### src/rtl/alu64_flags.sv
// 64-bit execute-stage ALU: combinational result, zero, carry and overflow,
// plus an NZCV flag register that loads on request.
module alu64_flags #(
   parameter int unsigned WIDTH = 64
) (
   input  logic             clk,
   input  logic             reset,
   input  logic [WIDTH-1:0] data_a,
   input  logic [WIDTH-1:0] data_b,
   input  logic [3:0]       alu_signal,
   input  logic             flag_we,
   output logic [WIDTH-1:0] alu_result,
   output logic             ZERO_FLAG,
   output logic             carry_out,
   output logic             overflow,
   output logic [3:0]       nzcv_q
);

   localparam logic [3:0] OpAnd   = 4'b0000;
   localparam logic [3:0] OpOr    = 4'b0001;
   localparam logic [3:0] OpAdd   = 4'b0010;
   localparam logic [3:0] OpSub   = 4'b0110;
   localparam logic [3:0] OpPassB = 4'b0111;
   localparam logic [3:0] OpNor   = 4'b1100;

   logic [WIDTH-1:0] b_op;
   logic             carry_in;
   logic [WIDTH:0]   sum_ext;
   logic             a_sign;
   logic             b_sign;
   logic             s_sign;
   logic [3:0]       nzcv_d;

   // One shared adder: SUB is a + ~b + 1, so carry_out means no-borrow.
   always_comb begin
      b_op     = data_b;
      carry_in = 1'b0;
      if (alu_signal == OpSub) begin
         b_op     = ~data_b;
         carry_in = 1'b1;
      end
      sum_ext = {1'b0, data_a} + {1'b0, b_op} + {{WIDTH{1'b0}}, carry_in};
   end

   assign a_sign = data_a[WIDTH-1];
   assign b_sign = data_b[WIDTH-1];
   assign s_sign = sum_ext[WIDTH-1];

   always_comb begin
      alu_result = '0;
      carry_out  = 1'b0;
      overflow   = 1'b0;
      case (alu_signal)
         OpAnd:   alu_result = data_a & data_b;
         OpOr:    alu_result = data_a | data_b;
         OpAdd: begin
            alu_result = sum_ext[WIDTH-1:0];
            carry_out  = sum_ext[WIDTH];
            overflow   = (a_sign == b_sign) && (s_sign != a_sign);
         end
         OpSub: begin
            alu_result = sum_ext[WIDTH-1:0];
            carry_out  = sum_ext[WIDTH];
            overflow   = (a_sign != b_sign) && (s_sign != a_sign);
         end
         OpPassB: alu_result = data_b;
         OpNor:   alu_result = ~(data_a | data_b);
         default: alu_result = '0;
      endcase
   end

   assign ZERO_FLAG = ~|alu_result;

   always_comb begin
      nzcv_d = nzcv_q;
      if (flag_we) begin
         nzcv_d = {alu_result[WIDTH-1], ZERO_FLAG, carry_out, overflow};
      end
   end

   always_ff @(posedge clk or posedge reset) begin
      if (reset) begin
         nzcv_q <= 4'b0000;
      end else begin
         nzcv_q <= nzcv_d;
      end
   end

endmodule

### config.mk
export PLATFORM = sky130hd
export DESIGN_NAME = alu64_flags
export DESIGN_NICKNAME = d
export VERILOG_FILES = /design/src/rtl/alu64_flags.sv
export SDC_FILE = /design/constraint.sdc
export NUM_CORES = 1
export LEC_CHECK = 0
export CORE_MARGIN = 2
export CORE_UTILIZATION = 57
export DETAILED_ROUTE_END_ITERATION = 7
export PLACE_DENSITY = 0.9
export SLEW_MARGIN = 20
export SYNTH_ARGS = -nofsm -noshare
export SYNTH_HDL_FRONTEND = slang
export SYNTH_SLANG_ARGS = --single-unit
### constraint.sdc
create_clock -name clk -period 11.9 [get_ports clk]
set_input_delay 1.19 -clock clk [delete_from_list [all_inputs] [get_ports clk]]
set_output_delay 1.19 -clock clk [all_outputs]
set_load 0.005 [all_outputs]
# Word level (Yosys, flattened, before mapping)

Index checks and enable logic that the tools add are counted.

Memories: 0
Latch bits: 0
Register bits after elaboration: 4
Logic and storage cells: 26
Memory bits (writable): 0
ROM bits: 0

Bitwise operators: 4
Multipliers: 0
Equality and inequality tests: 8
Reduce and logical (&&, ||, !) cells: 6
Divide/modulo/power cells: 0
Shift operators: 0
$lt $le $gt $ge: 0
Mux-type cells: 5
$add $sub $neg: 2

Operator list:

| operator             | count |
|---|---|
| $pmux W64 S5         | 1 |
| $not A64 Y64         | 2 |
| $add A64 B64 Y65     | 1 |
| $add A65 B1 Y65      | 1 |
| $and A64 B64 Y64     | 1 |
| $mux W64             | 1 |
| $or A64 B64 Y64      | 1 |
| $reduce_or A64 Y1    | 1 |
| $eq A4 B3 Y1 const B | 2 |
| $eq A4 B1 Y1 const B | 1 |
| $eq A4 B2 Y1 const B | 1 |
| $eq A4 B4 Y1 const B | 1 |
| $logic_not A4 Y1     | 1 |
| $logic_and A1 B1 Y1  | 2 |
| $mux W1              | 2 |
| $ne A1 B1 Y1         | 2 |
| $pmux W1 S2          | 1 |
| $reduce_or A2 Y1     | 1 |
| $eq A1 B1 Y1         | 1 |
| $logic_not A1 Y1     | 1 |

# Longest topological paths before layout

Depth in word-level cells: 7
Gate-level depth with buffers: 18
Depth with buffers taken out: 15

# Least setup slack after synthesis

No wires, ideal clock.

Kind: input -> output
Start point: in alu_signal[0]
End point: out ZERO_FLAG
Setup slack: 5.317 ns
Cell stages on the path: 18
Data required time: 10.710 ns
Arrival time: 5.393 ns
Path through: buf_4 nand4bb_1 clkbuf_1 clkbuf_1 xnor2_1 ha_1 buf_2 nand2_1 nor3_1 or3b_1 a31oi_1 nor2_1 o31ai_1 xor2_1 a2111oi_0 nand4_1 or4_4 nor2_1

Cells in the longest elaborated chain, start to end: 7
Elaborated cells between the ends (all ways): 14
Classes of those cells: add/sub: 2; eq/ne: 5; mux: 3; reduce/logical: 4

Ends and longest elaborated chain:

| item                  | RTL line | RTL |
|---|---|---|
| from (decl)           | 10       | `input logic [3:0] alu_signal,` |
| $eq A4 B3 Y1          | 38, 53   |  |
| $mux W64              | 38       | `if (alu_signal == OpSub) begin` |
| $add A64 B64 Y65      | 42       | `sum_ext = {1'b0, data_a} + {1'b0, b_op} + {{WIDTH{1'b0}}, carry_in};` |
| $add A65 B1 Y65       | 42       |  |
| $pmux W64 S5 (*)      | 53       | `case (alu_signal)` |
| $reduce_or A64 Y1 (*) | 72       | `assign ZERO_FLAG = ~\|alu_result;` |
| $logic_not A1 Y1 (*)  | 72       |  |
| to (decl)             | 13       | `output logic ZERO_FLAG,` |

Every way passes the cells marked *; elsewhere a longest branch is shown, timed or not.

# Worst setup path in the final report

Start point: in alu_signal[1]
End point: out ZERO_FLAG

The elaborated chain is that of the path after synthesis.

==> results.sh <==
export IMPL_reg2reg_to="nzcv_q[0]"
export IMPL_use_met2_pct=71.5
export IMPL_grt_pass1_wl_mm=54.7
export IMPL_synth_ff_type="dfrtp_1"
export IMPL_numClockSinks=4
export IMPL_synth_area_per_cell_um2=6.72
export IMPL_synth_seq_cells=4
export IMPL_rsz0062_at_grt="false"
export IMPL_synth_nets=1474
export IMPL_layout_drive_gt1_share_pct=3.44
export IMPL_vias=11000
export IMPL_synthCells=1260
export IMPL_synth_area_top_cells="ha_1, xnor2_1, maj3_1"
export IMPL_p_int_w=0.000300
export IMPL_worst_path_max_fanout=32
export IMPL_synth_area_um2=8470
export IMPL_area_growth_synth_to_final_pct=24.1
export IMPL_numCtsBuffers=3
export IMPL_use_met1_pct=52.0
export IMPL_synth_mux_area_share_pct=0.975
export IMPL_drt_initial_drc_count=1367
export IMPL_hold_end="nzcv_q[1]"
export IMPL_startpoint="alu_signal[1]"
export IMPL_synth_seq_area_share_pct=1.18
export IMPL_drt_total_wl_mm=34.9
export IMPL_tns_ps=0
export IMPL_synthArstFlopShare_pct=100
export IMPL_p_sw_w=0.000350
export IMPL_critical_path_class="input port to primary output"
export IMPL_worstSkewPairLatency_ps=220
export IMPL_synthAdderAreaFrac_pct=19.0
export IMPL_routedWlPerCell_um=22.1
export IMPL_holdPathStages=1
export IMPL_hold_violations=0
export IMPL_top_register="nzcv_q"
export IMPL_skew_ps=0
export IMPL_grt_max_degree=71
export IMPL_p_clk_share_pct=8.1
export IMPL_postRouteAntennaNets=0
export IMPL_htree_levels=1
export IMPL_clock_path_buffers=2
export IMPL_fin_crit_ps=9170
export IMPL_ctsHoldBuffers=0
export IMPL_die_x_um=126
export IMPL_port_buffers=205
export IMPL_grt_pass1_vias=10400
export IMPL_worstHoldPathType="flop to flop"
export IMPL_status="complete, but fails checks"
export IMPL_final_cell_mix="clkdlybuf4s50_1, nand2_1, a21oi_1, xnor2_1, o21ai_0"
export IMPL_swShare_pct=53.8
export IMPL_r2r_slack_ps=11140
export IMPL_drt_pass1_iter_count=8
export IMPL_synth_edf_count=0
export IMPL_ys_warn_count=0
export IMPL_antenna_found_initial=0
export IMPL_grtUsageMet3_pct=4.29
export IMPL_post_cts_resized=0
export IMPL_yosys_area_share_xor_xnor_pct=10.5
export IMPL_nets=1610
export IMPL_initial_core_util_pct=58.3
export IMPL_grtUsageTotal_pct=41.7
export IMPL_synthSimpleGateAreaFrac_pct=24.6
export IMPL_power_leakage_nw=3.96
export IMPL_vias_per_cell=6.96
export IMPL_worstMarginPinSlew_ps=883
export IMPL_maxSlewHeadroom_pct=41.2
export IMPL_cts_root_buf="clkbuf_16"
export IMPL_slew_viol_final=0
export IMPL_p_per_area_nw_per_um2=61.8
export IMPL_start_kind="input port"
export IMPL_rows=44
export IMPL_crit_arrival_ps=7980
export IMPL_io_pin_count=206
export IMPL_top_usage_layer="met2"
export IMPL_synth_compound_area_share_pct=37.3
export IMPL_worstReg2RegStart="nzcv_q[0]"
export IMPL_setup_viol=0
export IMPL_dpl_hpwl_mm=27.1
export IMPL_worstHoldStart="nzcv_q[1]"
export IMPL_yosysTopAreaCell="ha_1"
export IMPL_largest_reg_flops=4
export IMPL_crit_required_ps=10710
export IMPL_drc_errors=2
export IMPL_r2r_cells=1
export IMPL_floorplan_die_area_um2=15900
export IMPL_yosysUniqueCellTypes=84
export IMPL_num_antenna_cells=0
export IMPL_cts_tree="built"
export IMPL_final_common_cell="clkdlybuf4s50_1"
export IMPL_power_w=0.000650
export IMPL_seq_power_share_pct=2.3
export IMPL_failed_checks="DRC"
export IMPL_clk_pin_slew_ps=30
export IMPL_largestRegisters="nzcv_q (4)"
export IMPL_synth_top_family_by_area="compound AO/OA/AOI/OAI gates"
export IMPL_fp_dieH_um=126
export IMPL_max_freq_mhz=109
export IMPL_fin_crit_sh_pct=77.1
export IMPL_maxCapViolCount=0
export IMPL_core_area_um2=14500
export IMPL_ir_drop_mv=0.0444
export IMPL_synth_top_area_share_pct=11.5
export IMPL_post_cts_buffers=0
export IMPL_grt_overflow=0
export IMPL_critPathCaptureType="primary output"
export IMPL_combPwrFrac_pct=89.7
export IMPL_gp_congestion=1.09
==> power by group through the flow <==
stage / Combinational (W) / Sequential (W) / Clock, W
floorplan: 0.000349 / 0.0000149 / 0
global placement: 0.000556 / 0.0000149 / 0
detailed placement: 0.000561 / 0.0000149 / 0
CTS: 0.000565 / 0.0000148 / 0.0000526
global route: 0.000625 / 0.0000148 / 0.0000535
finish: 0.000583 / 0.0000148 / 0.0000524
==> critical path, stage by stage <==
cell	delay, ps
clkdlybuf4s50_1	820
nand4bb_4	540
buf_4	510
xnor2_1	200
ha_1	470
nand2_1	160
nor3_1	340
or3b_1	390
a31oi_1	320
nor2_1	140
o31ai_1	430
xor2_1	160
a2111oi_0	620
nand4_1	320
or4_4	610
nor2_1	180
clkdlybuf4s50_1	530
==> routing by layer <==
layer	vias up	wire, um
met2	715	16200
met3	125	3040
met5	-	0
met1	5051	13700
met4	0	2010
li1	5090	-
==> cell families after synthesis <==
kind of cell    count (synthesis)
compound gates                467
mux                             8
buf+inv                       119
xor+xnor                      102
fa+ha+maj                     140
simple gates                  420
flops                           4
==> synthesized netlist by cell type (35+ instances only) <==
master / number
a21oi_1: 112
a22oi_1: 41
maj3_1: 61
nand4_1: 40
ha_1: 78
nand2_1: 162
o31ai_1: 65
nor2_1: 73
inv_1: 35
xnor2_1: 82
clkbuf_1: 40
o21ai_0: 79
==> metrics by stage <==
step / instance area [um2] / std cells / hold WS (ps) / util (%) / setup WS, ps
final: 10500 / 1578 / 509 / 72.3 / 2730
after global routing: 10500 / 1578 / 534 / 72.3 / 2500
after CTS: 10500 / 1578 / 507 / 72.3 / 2880
after detailed placement: 10400 / 1575 / 501 / 71.8 / 2930
after global placement: 10400 / 1575 / 490 / 71.8 / 3100
after floorplan: 8470 / 1260 / 505 / - / 5320
==> worst max path at each step <==
stage	end	slack [ps]
global placement	ZERO_FLAG	3100
finish	ZERO_FLAG	2730
detailed placement	ZERO_FLAG	2930
global route	ZERO_FLAG	2500
floorplan	ZERO_FLAG	5320
CTS	ZERO_FLAG	2880
==> cell type report <==
cell class                      count  area (um2)
Fill cell                        1227        4020
Multi-Input combinational cell   1137        7860
Sequential cell                     4         100
Inverter                           35         131
Clock buffer                        3        75.1
Timing Repair Buffer              215        2120
Tap cell                          184         230
Power figures use the tool's default switching activity.
